## src/rtl/roll_decimator.sv

```systemverilog
// Windowed sample reducer: average, max, min or decimate over 2^k accepted
// samples, with k derived from the requested prescaler and latched per window.
module roll_decimator #(
  parameter int IN_W      = 12,
  parameter int OUT_W     = 12,
  parameter int MAX_SHIFT = 15
) (
  input  logic             clk,
  input  logic             reset,
  input  logic [IN_W-1:0]  sample_in,
  input  logic             sample_valid,
  input  logic [15:0]      prescaler,
  input  logic [1:0]       mode,
  input  logic             clear,
  output logic [OUT_W-1:0] val_out,
  output logic             val_valid,
  output logic [3:0]       shift_cur
);

  localparam int ACC_W = IN_W + MAX_SHIFT;
  localparam int CNT_W = MAX_SHIFT + 1;

  typedef enum logic {
    EMPTY = 1'b0,
    FILL  = 1'b1
  } state_t;

  state_t             state_q, state_d;
  logic [CNT_W-1:0]   cnt_q, cnt_d;
  logic [ACC_W-1:0]   acc_q, acc_d;
  logic [3:0]         k_q, k_d;
  logic [1:0]         mode_q, mode_d;
  logic [OUT_W-1:0]   val_out_q, val_out_d;
  logic               val_valid_q, val_valid_d;

  logic [3:0]         k_live;
  logic [3:0]         k_eff;
  logic [1:0]         mode_eff;
  logic               first;
  logic [ACC_W-1:0]   acc_next;
  logic [CNT_W-1:0]   cnt_next;
  logic [CNT_W-1:0]   win_len;
  logic               done;
  logic [IN_W-1:0]    red;
  logic [IN_W-1:0]    held;

  // Smallest k with 2^k >= p, clamped to MAX_SHIFT; p of 0 or 1 yields 0.
  function automatic logic [3:0] k_of(input logic [15:0] p);
    logic [3:0] k;
    k = 4'(MAX_SHIFT);
    for (int i = MAX_SHIFT - 1; i >= 0; i--) begin
      if ({1'b0, p} <= (17'd1 << i)) begin
        k = 4'(i);
      end else begin
        k = k;
      end
    end
    return k;
  endfunction

  // Next-state, reduction datapath and output computation.
  always_comb begin
    state_d     = state_q;
    cnt_d       = cnt_q;
    acc_d       = acc_q;
    k_d         = k_q;
    mode_d      = mode_q;
    val_out_d   = val_out_q;
    val_valid_d = 1'b0;

    k_live   = k_of(prescaler);
    first    = (state_q == EMPTY);
    k_eff    = first ? k_live : k_q;
    mode_eff = first ? mode : mode_q;
    held     = acc_q[IN_W-1:0];

    // The first sample of a window is loaded directly, never combined.
    if (first) begin
      acc_next = ACC_W'(sample_in);
    end else begin
      case (mode_eff)
        2'd0:    acc_next = acc_q + ACC_W'(sample_in);
        2'd1:    acc_next = (sample_in > held) ? ACC_W'(sample_in) : acc_q;
        2'd2:    acc_next = (sample_in < held) ? ACC_W'(sample_in) : acc_q;
        2'd3:    acc_next = ACC_W'(sample_in);
        default: acc_next = acc_q;
      endcase
    end

    cnt_next = first ? CNT_W'(1) : (cnt_q + CNT_W'(1));
    win_len  = CNT_W'(1) << k_eff;
    done     = (cnt_next == win_len);

    if (mode_eff == 2'd0) begin
      red = IN_W'(acc_next >> k_eff);
    end else begin
      red = acc_next[IN_W-1:0];
    end

    if (clear) begin
      state_d = EMPTY;
      cnt_d   = '0;
      acc_d   = '0;
    end else if (sample_valid) begin
      k_d    = k_eff;
      mode_d = mode_eff;
      if (done) begin
        state_d     = EMPTY;
        cnt_d       = '0;
        acc_d       = '0;
        val_out_d   = red[IN_W-1 -: OUT_W];
        val_valid_d = 1'b1;
      end else begin
        state_d = FILL;
        cnt_d   = cnt_next;
        acc_d   = acc_next;
      end
    end else begin
      state_d = state_q;
    end
  end

  // State and output registers with asynchronous reset.
  always_ff @(posedge clk or posedge reset) begin
    if (reset) begin
      state_q     <= EMPTY;
      cnt_q       <= '0;
      acc_q       <= '0;
      k_q         <= 4'd0;
      mode_q      <= 2'd0;
      val_out_q   <= '0;
      val_valid_q <= 1'b0;
    end else begin
      state_q     <= state_d;
      cnt_q       <= cnt_d;
      acc_q       <= acc_d;
      k_q         <= k_d;
      mode_q      <= mode_d;
      val_out_q   <= val_out_d;
      val_valid_q <= val_valid_d;
    end
  end

  assign val_out   = val_out_q;
  assign val_valid = val_valid_q;
  assign shift_cur = (state_q == FILL) ? k_q : k_live;

endmodule

```

## config.mk

```make
export PLATFORM = sky130hd
export DESIGN_NAME = roll_decimator
export DESIGN_NICKNAME = d
export VERILOG_FILES = /design/src/rtl/roll_decimator.sv
export SDC_FILE = /design/constraint.sdc
export NUM_CORES = 1
export LEC_CHECK = 0
export ABC_CLOCK_PERIOD_IN_PS = 3100
export BUFFER_PORTS_ARGS = -buffer_cell sky130_fd_sc_hd__buf_4
export CAP_MARGIN = 20
export CORE_ASPECT_RATIO = 1.4
export CORE_MARGIN = 4
export CORE_UTILIZATION = 56
export CTS_CLUSTER_SIZE = 14
export DETAILED_ROUTE_END_ITERATION = 16
export PLACE_DENSITY = 0.85
export SLEW_MARGIN = 20
export SYNTH_ARGS = -nofsm -noshare
export SYNTH_HDL_FRONTEND = slang
export SYNTH_SLANG_ARGS = --single-unit
```

## constraint.sdc

```tcl
create_clock -name clk -period 3.1 [get_ports clk]
set_input_delay 0 -clock clk [delete_from_list [all_inputs] [get_ports clk]]
set_output_delay 0 -clock clk [all_outputs]
set_load 0.05 [all_outputs]
```

==> results of run 1 <==
==> logic make-up after synthesis <==
logic type                 Yosys count  share of synthesized area [%]
buffers and inverters              111                          6.529
DFF                                 63                          22.85
and+or+nand+nor                    328                          23.58
muxes                               28                          4.207
adders and majority gates           26                          4.824
AOI/OAI and AO/OA                  335                          35.35
xor gates and xnor gates            21                          2.666
==> metrics by stage <==
stage | util [%] | instance area [um2] | TNS, ns | setup slack [ns]
floorplan | - | 7146 | -0.2440 | -0.04715
global placement | 80.53 | 9613 | -16.64 | -0.4665
detailed placement | 80.53 | 9613 | -20.08 | -0.5479
CTS | 89.41 | 10670 | -3.248 | -0.2946
==> layer usage <==
layer  GRT usage, %  GRT overflow
met2          81.59            11
met3          52.68             0
met5          13.55             0
met4          65.27            10
met1          66.20             0
==> what timing repair did <==
item	in CTS
hold buffers	2
pin swaps	44
resized for setup	130
gates cloned	0
hold endpoints to repair	40
setup endpoints to repair	57
setup buffers	25
==> reports/results.ini, run 1 <==
[outcome]
status=stopped before the end
haltStage=global routing
tool.error=[ERROR GRT-0116] Global routing finished with congestion. Check the congestion regions in the DRC Viewer.

[logic_synthesis]
dominant_register_cell_in_the_synthesized_netlist=dfrtp_1
post_synth_top_area_share_pct=22.85
syn_nets=972
yosys_reg_bits=63
synth.avg_cell_area_um2=7.565
synth.area.top_cells=dfrtp_1, nand2_1, o21ai_0, ha_1, nor2_1
ys_seq_area_share_pct=22.85
library_cell_with_the_largest_summed_area_after_synthesis=dfrtp_1
syn_area_um2=6899
ys_types=84
synth-edff-count=0
synthArstFlopShare_pct=100.0
yosysMostFrequentCell=nand2_1
synthCells=912
list_of_most_frequent_post_synthesis_cells=nand2_1, nor2_1, o21ai_0
ys.warnings.count=0

[placed_design]
place.detailed.instances=1340
io_buffers=50
globalplace.congestion=1.107
dpl.hpwl_mm=22.66

[clock_network]
clock_tree.buffer_depth=2
cts-root-buf=clkbuf_16
cts_buffers=9
cts_num_sinks=63
cts_htree_levels=3

[global_route]
globalRouteTotalUtil_pct=66.40
grt_first_pass_wirelength_mm=72.46
grt_pass1_vias=12350
grt_remaining_overflow=21
pin_count_of_the_biggest_net_entering_global_routing=44

[die]
std_cell_rows=47
top_level_ports=51
initial_utilization_pct=57.79
fp.dieH_um=139.3
fp.dieW_um=101.8

==> run 2: changes to the inputs <==
Settings changed: ABC_CLOCK_PERIOD_IN_PS 3100 to 4030, CORE_ASPECT_RATIO 1.4 to not set, CORE_UTILIZATION 56 to 40, CTS_CLUSTER_SIZE 14 to not set, PLACE_DENSITY 0.85 to not set, PLACE_DENSITY_LB_ADDON set to 0.15.
Clock period 3.1 ns to 4.03 ns, I/O delays scaled along.
==> run 2 against run 1 <==
  * The run now ends clean
  * Area after synthesis stayed put
  * Synthesized cell count stayed put
==> reports/results.ini, run 2 <==
[clock_network]
cts_htree_levels=3
clock_insertion_delay_worst_skew_ns=0.34
cts_num_sinks=63
cts-root-buf=clkbuf_16
cts_buffers=9
clock_tree.buffer_depth=2
clkTransAtPathRegs_ns=0.05
clock_tree_from_tritoncts=yes

[worst_setup_path]
worst_ep_arrival_time_ns=4.20
end_kind=flip-flop
slowest_stage=a21boi_0
timing_worst_setup_path_type=reg2reg
worst_setup_path_start_kind=flip-flop
cp_bufs_invs=1
critical_path.max_stage_delay_ns=0.59
worst_ep_required_time_ns=4.31
maximum_fanout_encountered_on_the_critical_timing_path=7
path_delay_family=compound AO/OA/AOI/OAI gates
crit_chain=inv_1 > ha_1 > nand4_1 > o21a_1 > a31o_2 > a21boi_0 > o311ai_0 > o21a_1 > mux2i_1 > a21boi_0 > a211o_1 > a32oi_1 > mux2_2

[logic_synthesis]
synth-edff-count=0
synthCells=912
synthArstFlopShare_pct=100.0
synth.area.top_cells=dfrtp_1, nand2_1, o21ai_0, ha_1, nor2_1
syn_nets=972
synth.avg_cell_area_um2=7.565
syn_area_um2=6899
yosysMostFrequentCell=nand2_1
library_cell_with_the_largest_summed_area_after_synthesis=dfrtp_1
yosys_reg_bits=63
ys_seq_area_share_pct=22.85
dominant_register_cell_in_the_synthesized_netlist=dfrtp_1
ys_types=84
list_of_most_frequent_post_synthesis_cells=nand2_1, nor2_1, o21ai_0
post_synth_top_area_share_pct=22.85
ys.warnings.count=0

[drt]
wirelength_mm=25.02
drt.antenna.violating_nets=0
drt_drc_violations_left=0
routed_via_density=6.392
drt_first_iter_violations=842
post_drt_wl_per_cell_um=20.80
num_vias=7689
first_pass_iters=5

[global_route]
grt_first_pass_wirelength_mm=39.96
grt_pass1_vias=7200
globalRouteTotalUtil_pct=25.30
antenna_violations_before_repair=0
groute.layer.met3.usage_pct=4.528
met1_usage_pct=37.03
fraction_of_met2_tracks_used_by_global_routing_pct=38.12
grt_remaining_overflow=0
pin_count_of_the_biggest_net_entering_global_routing=38
globalRoute.busiestLayer=met2

[cells_and_area]
antennaDiodeCount=0
final_core_utilization_pct=49.09
layout-drive-gt1-share_pct=17.80
top_register=acc_q
layout.cells.most_common_list=buf_4, nand2_1, nor2_1, o21ai_0, dfrtp_1
syn_to_final_growth_pct=19.26
max_ffs_per_register=27
layout.cells.most_common=buf_4
final_nets=1039

[sta]
holdWs_ns=0.07926
final_period_minus_worst_setup_slack_ns=3.917
finalHoldViolCount=0
report.final.slew_viol_count=0
fin_skew_ns=0.005918
maxSlewHeadroom_pct=46.22
worst_max_slew_pin_slew_ns=0.8067
post-route-period-util_pct=97.20
setup_viol=0
highest_clock_frequency_the_design_can_meet_mhz=255.3
rsz0062_at_grt=false

[pwr]
vdd.ir_drop.worst_mv=0.3653
p_leak_nw=3.242
power.density_cell_area_nw_per_um2=353.4

[placed_design]
globalplace.congestion=0.9380
dpl.hpwl_mm=18.90
io_buffers=50

[job]
drv.max_cap_violation_count=0

[outcome]
status=completed

[die]
fp.dieH_um=139.3
fp.dieW_um=139.3
initial_utilization_pct=41.16
floorplan.die_area_um2=19410
top_level_ports=51
std_cell_rows=47
core_area_um2=16760

[min_path]
hold_path.class=in2reg

## run 2: cell counts after synthesis
No cell type changed its count.
## run 2: area by class of cell
class	instances	area [um2]
multi-input combinational	738	4935
inverter	52	200.2
sequential	63	1578
tap	220	275.3
fill	1702	8532
timing repair buffer	115	893.4
clock buffer	12	256.5
clock inverter	3	90.09
## run 2: timing repair
item	in CTS	in global routing
pin swaps	0	0
endpoints found under the hold margin	37	0
hold buffers	2	0
buffers inserted	0	0
endpoints found under the setup margin	2	12
gates resized for setup	1	14
## run 2: metal layers
| metal | share of wire (%) | vias to the layer above |
|---|---|---|
| met5 | 0 | - |
| met4 | 1.9 | 0 |
| met3 | 7.7 | 34 |
| met2 | 43 | 334 |
| met1 | 47 | 3678 |
| li1 | - | 3643 |
## run 2: path summary, 6_finish.rpt
| check | from | to | slack, ns | depth (start not counted) |
|---|---|---|---|---|
| setup / recovery | acc_q[4] | val_out[5] | 0.11 | 13 |
| hold / removal | mode[0] | mode_q[0] | 0.08 | 3 |
| min in group asynchronous | reset | acc_q[25] | 0.37 | 3 |
| max in group asynchronous | reset | acc_q[3] | 2.76 | 4 |
| hold reg to reg | acc_q[23] | acc_q[23] | 0.51 | 2 |
| setup reg to reg | acc_q[4] | val_out[5] | 0.11 | 13 |
## run 2: power by group
group	switching, W	internal, W
clock	0.000292	0.000635
sequential	0.0000680	0.000698
combinational	0.000792	0.000422
total	0.00115	0.00175
## run 2: metrics by stage
step                      worst slack, ns  instances  setup TNS [ns]  power [W]  instance area (um2)
after floorplan                    0.5502        912               0   0.001527                 6899
after global placement           -0.04829       1185        -0.04829   0.001948                 7789
after detailed placement         -0.07460       1186        -0.07460   0.001944                 7809
after CTS                          0.1089       1203               0   0.002882                 8175
after global routing             0.003131       1203               0   0.003043                 8228
final                              0.1130       1203               0   0.002908                 8228
## run 2: cells by family (layout without fill, tap and decap cells)
logic type | after synthesis | after routing | share of synthesized area, %
buf+inv | 111 | 182 | 6.529
fa+ha+maj | 26 | 26 | 4.824
compound gates | 335 | 335 | 35.35
xor+xnor | 21 | 21 | 2.666
simple gates | 328 | 328 | 23.58
flops | 63 | 63 | 22.85
mux | 28 | 28 | 4.207
## run 2: worst reg2reg max path, stage by stage (launching register included)
cell	delay [ns]
dfrtp_1	0.45
inv_1	0.07
ha_1	0.42
nand4_1	0.18
o21a_1	0.21
a31o_2	0.27
a21boi_0	0.59
o311ai_0	0.26
o21a_1	0.22
mux2i_1	0.22
a21boi_0	0.15
a211o_1	0.32
a32oi_1	0.29
mux2_2	0.22
No activity file was read; power rests on OpenSTA's default activity.
==> run 3: changes to the inputs <==
Settings changed: ABC_AREA set to 1.
==> run 3 against run 2 <==
  * The run now ends with hold timing left
  * Clock power decreased by 7.6%
  * Critical endpoint is now val_out[9]
  * Routed wire length decreased by 9.0%
  * First-iteration DRC count decreased by 36%
  * Combinational power decreased by 7%
  * Area after synthesis increased by 2.9%
  * Sequential cell count unchanged
==> reports/results.ini, run 3 <==
[sta]
maxSlewHeadroom_pct=33.87
setup_tns_ns=0
report.final.slew_viol_count=0
setup_viol=0
final_period_minus_worst_setup_slack_ns=3.614
highest_clock_frequency_the_design_can_meet_mhz=276.7
finalHoldViolCount=12
post-route-period-util_pct=89.67
fin_skew_ns=0.008037
holdWs_ns=-0.01414
rsz0062_at_grt=false
worst_max_slew_pin_slew_ns=0.9895

[worst_setup_path]
crit_path_frequent_cell=nand3_1
worst-r2r-setup-slack_ns=0.42
critical_path.max_stage_delay_ns=0.40
end_kind=flip-flop
worst_ep_arrival_time_ns=3.90
slowest_stage=dfrtp_1
crit_chain=ha_1 > inv_1 > fa_1 > o21ai_1 > a21oi_1 > o21ai_1 > a21oi_1 > nor2_2 > nand2_1 > inv_1 > nand3_1 > a31oi_2 > nand3_1 > nand3_1 > nand3_1 > nand3_1 > nand3_1 > nand2_1 > nand3_1 > nand2_1
timing_worst_setup_path_type=reg2reg
cp_bufs_invs=2
worst_ep_required_time_ns=4.32
path_delay_family=compound AO/OA/AOI/OAI gates
worst_setup_path_start_kind=flip-flop
maximum_fanout_encountered_on_the_critical_timing_path=4

[logic_synthesis]
ys_types=48
syn_nets=1275
list_of_most_frequent_post_synthesis_cells=nand2_1, nand3_1, inv_1
post_synth_top_area_share_pct=22.21
yosysMostFrequentCell=nand2_1
synth-edff-count=0
synthCells=1215
syn_area_um2=7099
yosys_reg_bits=63
synth.avg_cell_area_um2=5.843
library_cell_with_the_largest_summed_area_after_synthesis=dfrtp_1
synth.area.top_cells=dfrtp_1, nand2_1, nand3_1, inv_1, nor2_1
synthArstFlopShare_pct=100.0
ys.warnings.count=0
ys_seq_area_share_pct=22.21
dominant_register_cell_in_the_synthesized_netlist=dfrtp_1

[clock_network]
cts_buffers=9
clkTransAtPathRegs_ns=0.06
clock_tree_from_tritoncts=yes
clock_insertion_delay_worst_skew_ns=0.35
cts_num_sinks=63
cts_htree_levels=3
clock_tree.buffer_depth=2
cts-root-buf=clkbuf_16

[drt]
post_drt_wl_per_cell_um=15.52
drt_first_iter_violations=536
wirelength_mm=22.78
num_vias=7912
drt.antenna.violating_nets=0
routed_via_density=5.393
drt_drc_violations_left=0
first_pass_iters=5

[global_route]
globalRouteTotalUtil_pct=23.26
grt_first_pass_wirelength_mm=38.14
grt_pass1_vias=7653
antenna_violations_before_repair=0
pin_count_of_the_biggest_net_entering_global_routing=45
grt_remaining_overflow=0

[cells_and_area]
area_occupied_by_multi_input_gates_um2=4762
layout.cells.most_common_list=nand2_1, nand3_1, inv_1, nor2_1, buf_4
layout-drive-gt1-share_pct=11.11
syn_to_final_growth_pct=12.44
nFillCells=1887
regArea_um2=1577
final_cell_area_um2=7983
layout.cells.most_common=nand2_1
max_ffs_per_register=27
final_nets=1297
top_register=acc_q
antennaDiodeCount=0

[die]
std_cell_rows=48
top_level_ports=51
fp.dieW_um=141.2
initial_utilization_pct=40.90
floorplan.die_area_um2=19940
core_area_um2=17360
fp.dieH_um=141.2

[pwr]
vdd.ir_drop.worst_mv=0.2150
power.density_cell_area_nw_per_um2=341.7
p_leak_nw=4.059

[placed_design]
placed_cell_area_um2=7609
globalplace.congestion=0.9022
dpl.hpwl_mm=16.40
io_buffers=50

[min_path]
hold_path.class=in2reg

[outcome]
failed_checks=hold timing
status=finished with violations

[job]
drv.max_cap_violation_count=0

==> run 3: cell count changes in the layout (fill, tap and decap cells not counted), moves of 14 or more <==
cell      delta
or3_1       -16
inv_1       +76
nand3_1    +212
a22o_1      -14
nand2_1    +274
nor2_1      +21
nor3_1      -18
mux2i_1     -20
buf_4       -45
a211oi_1    -17
==> run 3: logic make-up after synthesis <==
logic type,count (synthesis),share of synthesized area [%]
AOI/OAI and AO/OA,135,10.82
xor gates and xnor gates,9,1.110
adders and majority gates,26,4.688
buffers and inverters,192,11.23
DFF,63,22.21
and+or+nand+nor,790,49.95
==> run 3: final cells by class <==
type,count,share of cell area (%)
Timing Repair Buffer,69,6.834
Tap cell,225,3.527
Clock buffer,10,2.868
Inverter,134,6.301
Multi-Input combinational cell,960,59.66
Sequential cell,63,19.75
Clock inverter,6,1.066
==> run 3: per-layer routing <==
layer | GRT usage (%) | wire [um] | up-vias | part of all wire [%]
met1 | 30.91 | 10410 | 3667 | 46
li1 | - | - | 4042 | -
met3 | 3.290 | 939 | 30 | 4.1
met4 | 7.445 | 474 | 0 | 2.1
met5 | 0 | 0 | - | 0
met2 | 38.98 | 10950 | 173 | 48
==> run 3: repair_timing <==
action | 4_1_cts | 5_1_grt
endpoints found under the setup margin | 0 | 9
hold buffers | 1 | 0
setup buffers | 0 | 2
resized for setup | 0 | 3
endpoints found under the hold margin | 29 | 0
==> run 3: through the flow <==
| stage | instances | hold WS (ns) | total power, W | util (%) | setup slack [ns] |
|---|---|---|---|---|---|
| 2_1_floorplan | 1215 | 0.2210 | 0.001549 | - | 1.029 |
| 6_report | 1467 | -0.01414 | 0.002728 | 45.99 | 0.4162 |
| 5_1_grt | 1467 | 0.004551 | 0.002894 | 45.99 | 0.001575 |
| 3_3_place_gp | 1447 | 0.1492 | 0.001875 | 43.84 | 0.4401 |
| 3_5_place_dp | 1447 | 0.1437 | 0.001874 | 43.84 | 0.3904 |
| 4_1_cts | 1464 | 0.1260 | 0.002739 | 45.70 | 0.3645 |
==> run 3: power by group <==
part | total, W | switching (W) | internal [W]
sequential | 0.000744 | 0.0000489 | 0.000695
combinational | 0.00113 | 0.000788 | 0.000339
clock | 0.000857 | 0.000318 | 0.000539
total | 0.00273 | 0.00115 | 0.00157
==> run 3: final timing paths <==
kind,startpoint,end,depth (start not counted)
setup / recovery,acc_q[0],val_out[9],20
hold / removal,sample_valid,cnt_q[2],4
setup reg to reg,acc_q[0],val_out[9],20
hold reg to reg,mode_q[0],mode_q[0],2
max in group asynchronous,reset,acc_q[16],4
min in group asynchronous,reset,cnt_q[3],3
==> run 3: worst min-delay path, cell delays in order <==
cell and delay [ns]:
buf_4 0.10, nor2_4 0.08, nand2_1 0.07, nand2_1 0.04
==> run 4: changes to the inputs <==
Settings changed: CTS_BUF_LIST set to sky130_fd_sc_hd__clkbuf_4 sky130_fd_sc_hd__clkbuf_8.
==> run 4 against run 3 <==
  * The run still ends with hold timing left
  * Routed wire length hardly changed
  * Register-to-register slack about the same
  * Count of clock-buffer cells in the layout unchanged
  * Largest cell class unchanged
  * Highest routed layer unchanged
==> reports/results.ini, run 4 (same netlist as run 3, synthesis figures left out) <==
[outcome]
status=finished with violations
failed_checks=hold timing

[worst_setup_path]
worst_setup_path_start_kind=flip-flop
timing_worst_setup_path_type=reg2reg
worst_case_reg_to_reg_path_depth=18
crit_chain=ha_1 > inv_1 > fa_1 > o21ai_1 > a21oi_1 > o21ai_1 > a21oi_1 > nor2_2 > a22oi_1 > nor3b_1 > nand3_1 > nand3_1 > nand3_1 > nand3_1 > nand3_1 > nand2_1 > nand3_1 > nand2_1
end_kind=flip-flop
maximum_fanout_encountered_on_the_critical_timing_path=4
worst_ep_arrival_time_ns=3.94
worst_ep_required_time_ns=4.35
crit_path_frequent_cell=nand3_1
critical_path.max_stage_delay_ns=0.41
slowest_stage=nor3b_1

[global_route]
grt_first_pass_wirelength_mm=38.06
antenna_violations_before_repair=0
grt_pass1_vias=7649
grt_remaining_overflow=0
globalRouteTotalUtil_pct=23.19
pin_count_of_the_biggest_net_entering_global_routing=45

[clock_network]
clock_tree.buffer_depth=2
clock_tree_from_tritoncts=yes
cts-root-buf=clkbuf_8
clock_insertion_delay_worst_skew_ns=0.39
cts_htree_levels=3
clkTransAtPathRegs_ns=0.08
cts_num_sinks=63
cts_buffers=9

[cells_and_area]
max_ffs_per_register=27
final_cell_area_um2=7905
final_nets=1299
layout-drive-gt1-share_pct=11.17
top_register=acc_q
layout.cells.most_common=nand2_1
syn_to_final_growth_pct=11.35
antennaDiodeCount=0
final_core_utilization_pct=45.55
layout.cells.most_common_list=nand2_1, nand3_1, inv_1, nor2_1, buf_4

[die]
fp.dieH_um=141.2
core_area_um2=17360
floorplan.die_area_um2=19940
std_cell_rows=48
top_level_ports=51
fp.dieW_um=141.2
initial_utilization_pct=40.90

[job]
drv.max_cap_violation_count=0

[drt]
drt_first_iter_violations=498
first_pass_iters=5
routed_via_density=5.370
drt_drc_violations_left=0
num_vias=7888
wirelength_mm=22.77
post_drt_wl_per_cell_um=15.50
drt.antenna.violating_nets=0

[sta]
finalHoldViolCount=12
maxSlewHeadroom_pct=33.62
report.final.slew_viol_count=0
holdWs_ns=-0.01501
timing.final.ws_setup_ns=0.4075
highest_clock_frequency_the_design_can_meet_mhz=276.1
post-route-period-util_pct=89.89
fin_skew_ns=0.01657
setup_tns_ns=0
worst_max_slew_pin_slew_ns=0.9933
setup_viol=0
final_period_minus_worst_setup_slack_ns=3.622

[pwr]
vdd.ir_drop.worst_mv=0.1921
p_leak_nw=4.026
design_power_total_w=0.002516
power.density_cell_area_nw_per_um2=318.3

[min_path]
hold_depth=4
hold_path.class=in2reg

[placed_design]
placed_cell_area_um2=7609
place_ws_ns=0.3904
globalplace.congestion=0.9022
dpl.hpwl_mm=16.40
io_buffers=50

==> run 4: changes by cell type in the layout (fill, tap and decap cells not counted), sizes merged <==
cell,delta
dlygate4sd3,+2
==> run 4: final timing paths <==
kind | startpoint | end | slack, ns
setup / recovery | acc_q[0] | val_out[3] | 0.41
hold / removal | clear | cnt_q[14] | -0.02
setup reg to reg | acc_q[0] | val_out[3] | 0.41
hold reg to reg | mode_q[0] | mode_q[0] | 0.48
max in group asynchronous | reset | acc_q[16] | 2.83
min in group asynchronous | reset | acc_q[10] | 0.27
==> run 4: timing repair <==
| action | 4_1_cts | 5_1_grt |
|---|---|---|
| setup buffers | 0 | 2 |
| hold buffers | 1 | 2 |
| resized for setup | 0 | 3 |
| setup endpoints to repair | 0 | 9 |
| hold endpoints to repair | 29 | 9 |
==> run 4: cell type report <==
cell class	count	area [um2]
flip-flops and latches	63	1577
clock inverters	6	85.08
clock buffers	10	131.4
inverters	134	503.0
repair buffers	71	565.5
well taps	225	281.5
multi-input cells	960	4762
fillers	1897	9452
==> run 4: per-layer routing <==
| metal | wire [um] | global-route usage [%] | vias to the layer above |
|---|---|---|---|
| met4 | 435 | 7.190 | 0 |
| li1 | - | - | 4046 |
| met3 | 873 | 3.223 | 33 |
| met2 | 10960 | 39.00 | 174 |
| met1 | 10510 | 30.83 | 3635 |
| met5 | 0 | 0 | - |
==> run 4: worst max-delay path: cells and delay by family, from the launching register on <==
family	cells	cell delay, ns
AO/OA/AOI/OAI	5	1.05
flip-flops	1	0.40
buffers and inverters	1	0.06
adder cells (fa/ha/maj)	2	0.59
AND/OR/NAND/NOR	10	1.46
==> run 4: per-stage QoR <==
step                instances  hold slack (ns)
floorplan                1215           0.2210
global placement         1447           0.1492
detailed placement       1447           0.1437
CTS                      1464          0.09168
global route             1469          0.01095
finish                   1469         -0.01501
==> run 4: power by group <==
group	leakage, nW	total, W	switching, W	internal, W
sequential	0.852	0.000743	0.0000487	0.000694
clock	0.106	0.000647	0.000294	0.000353
combinational	3.07	0.00113	0.000787	0.000340
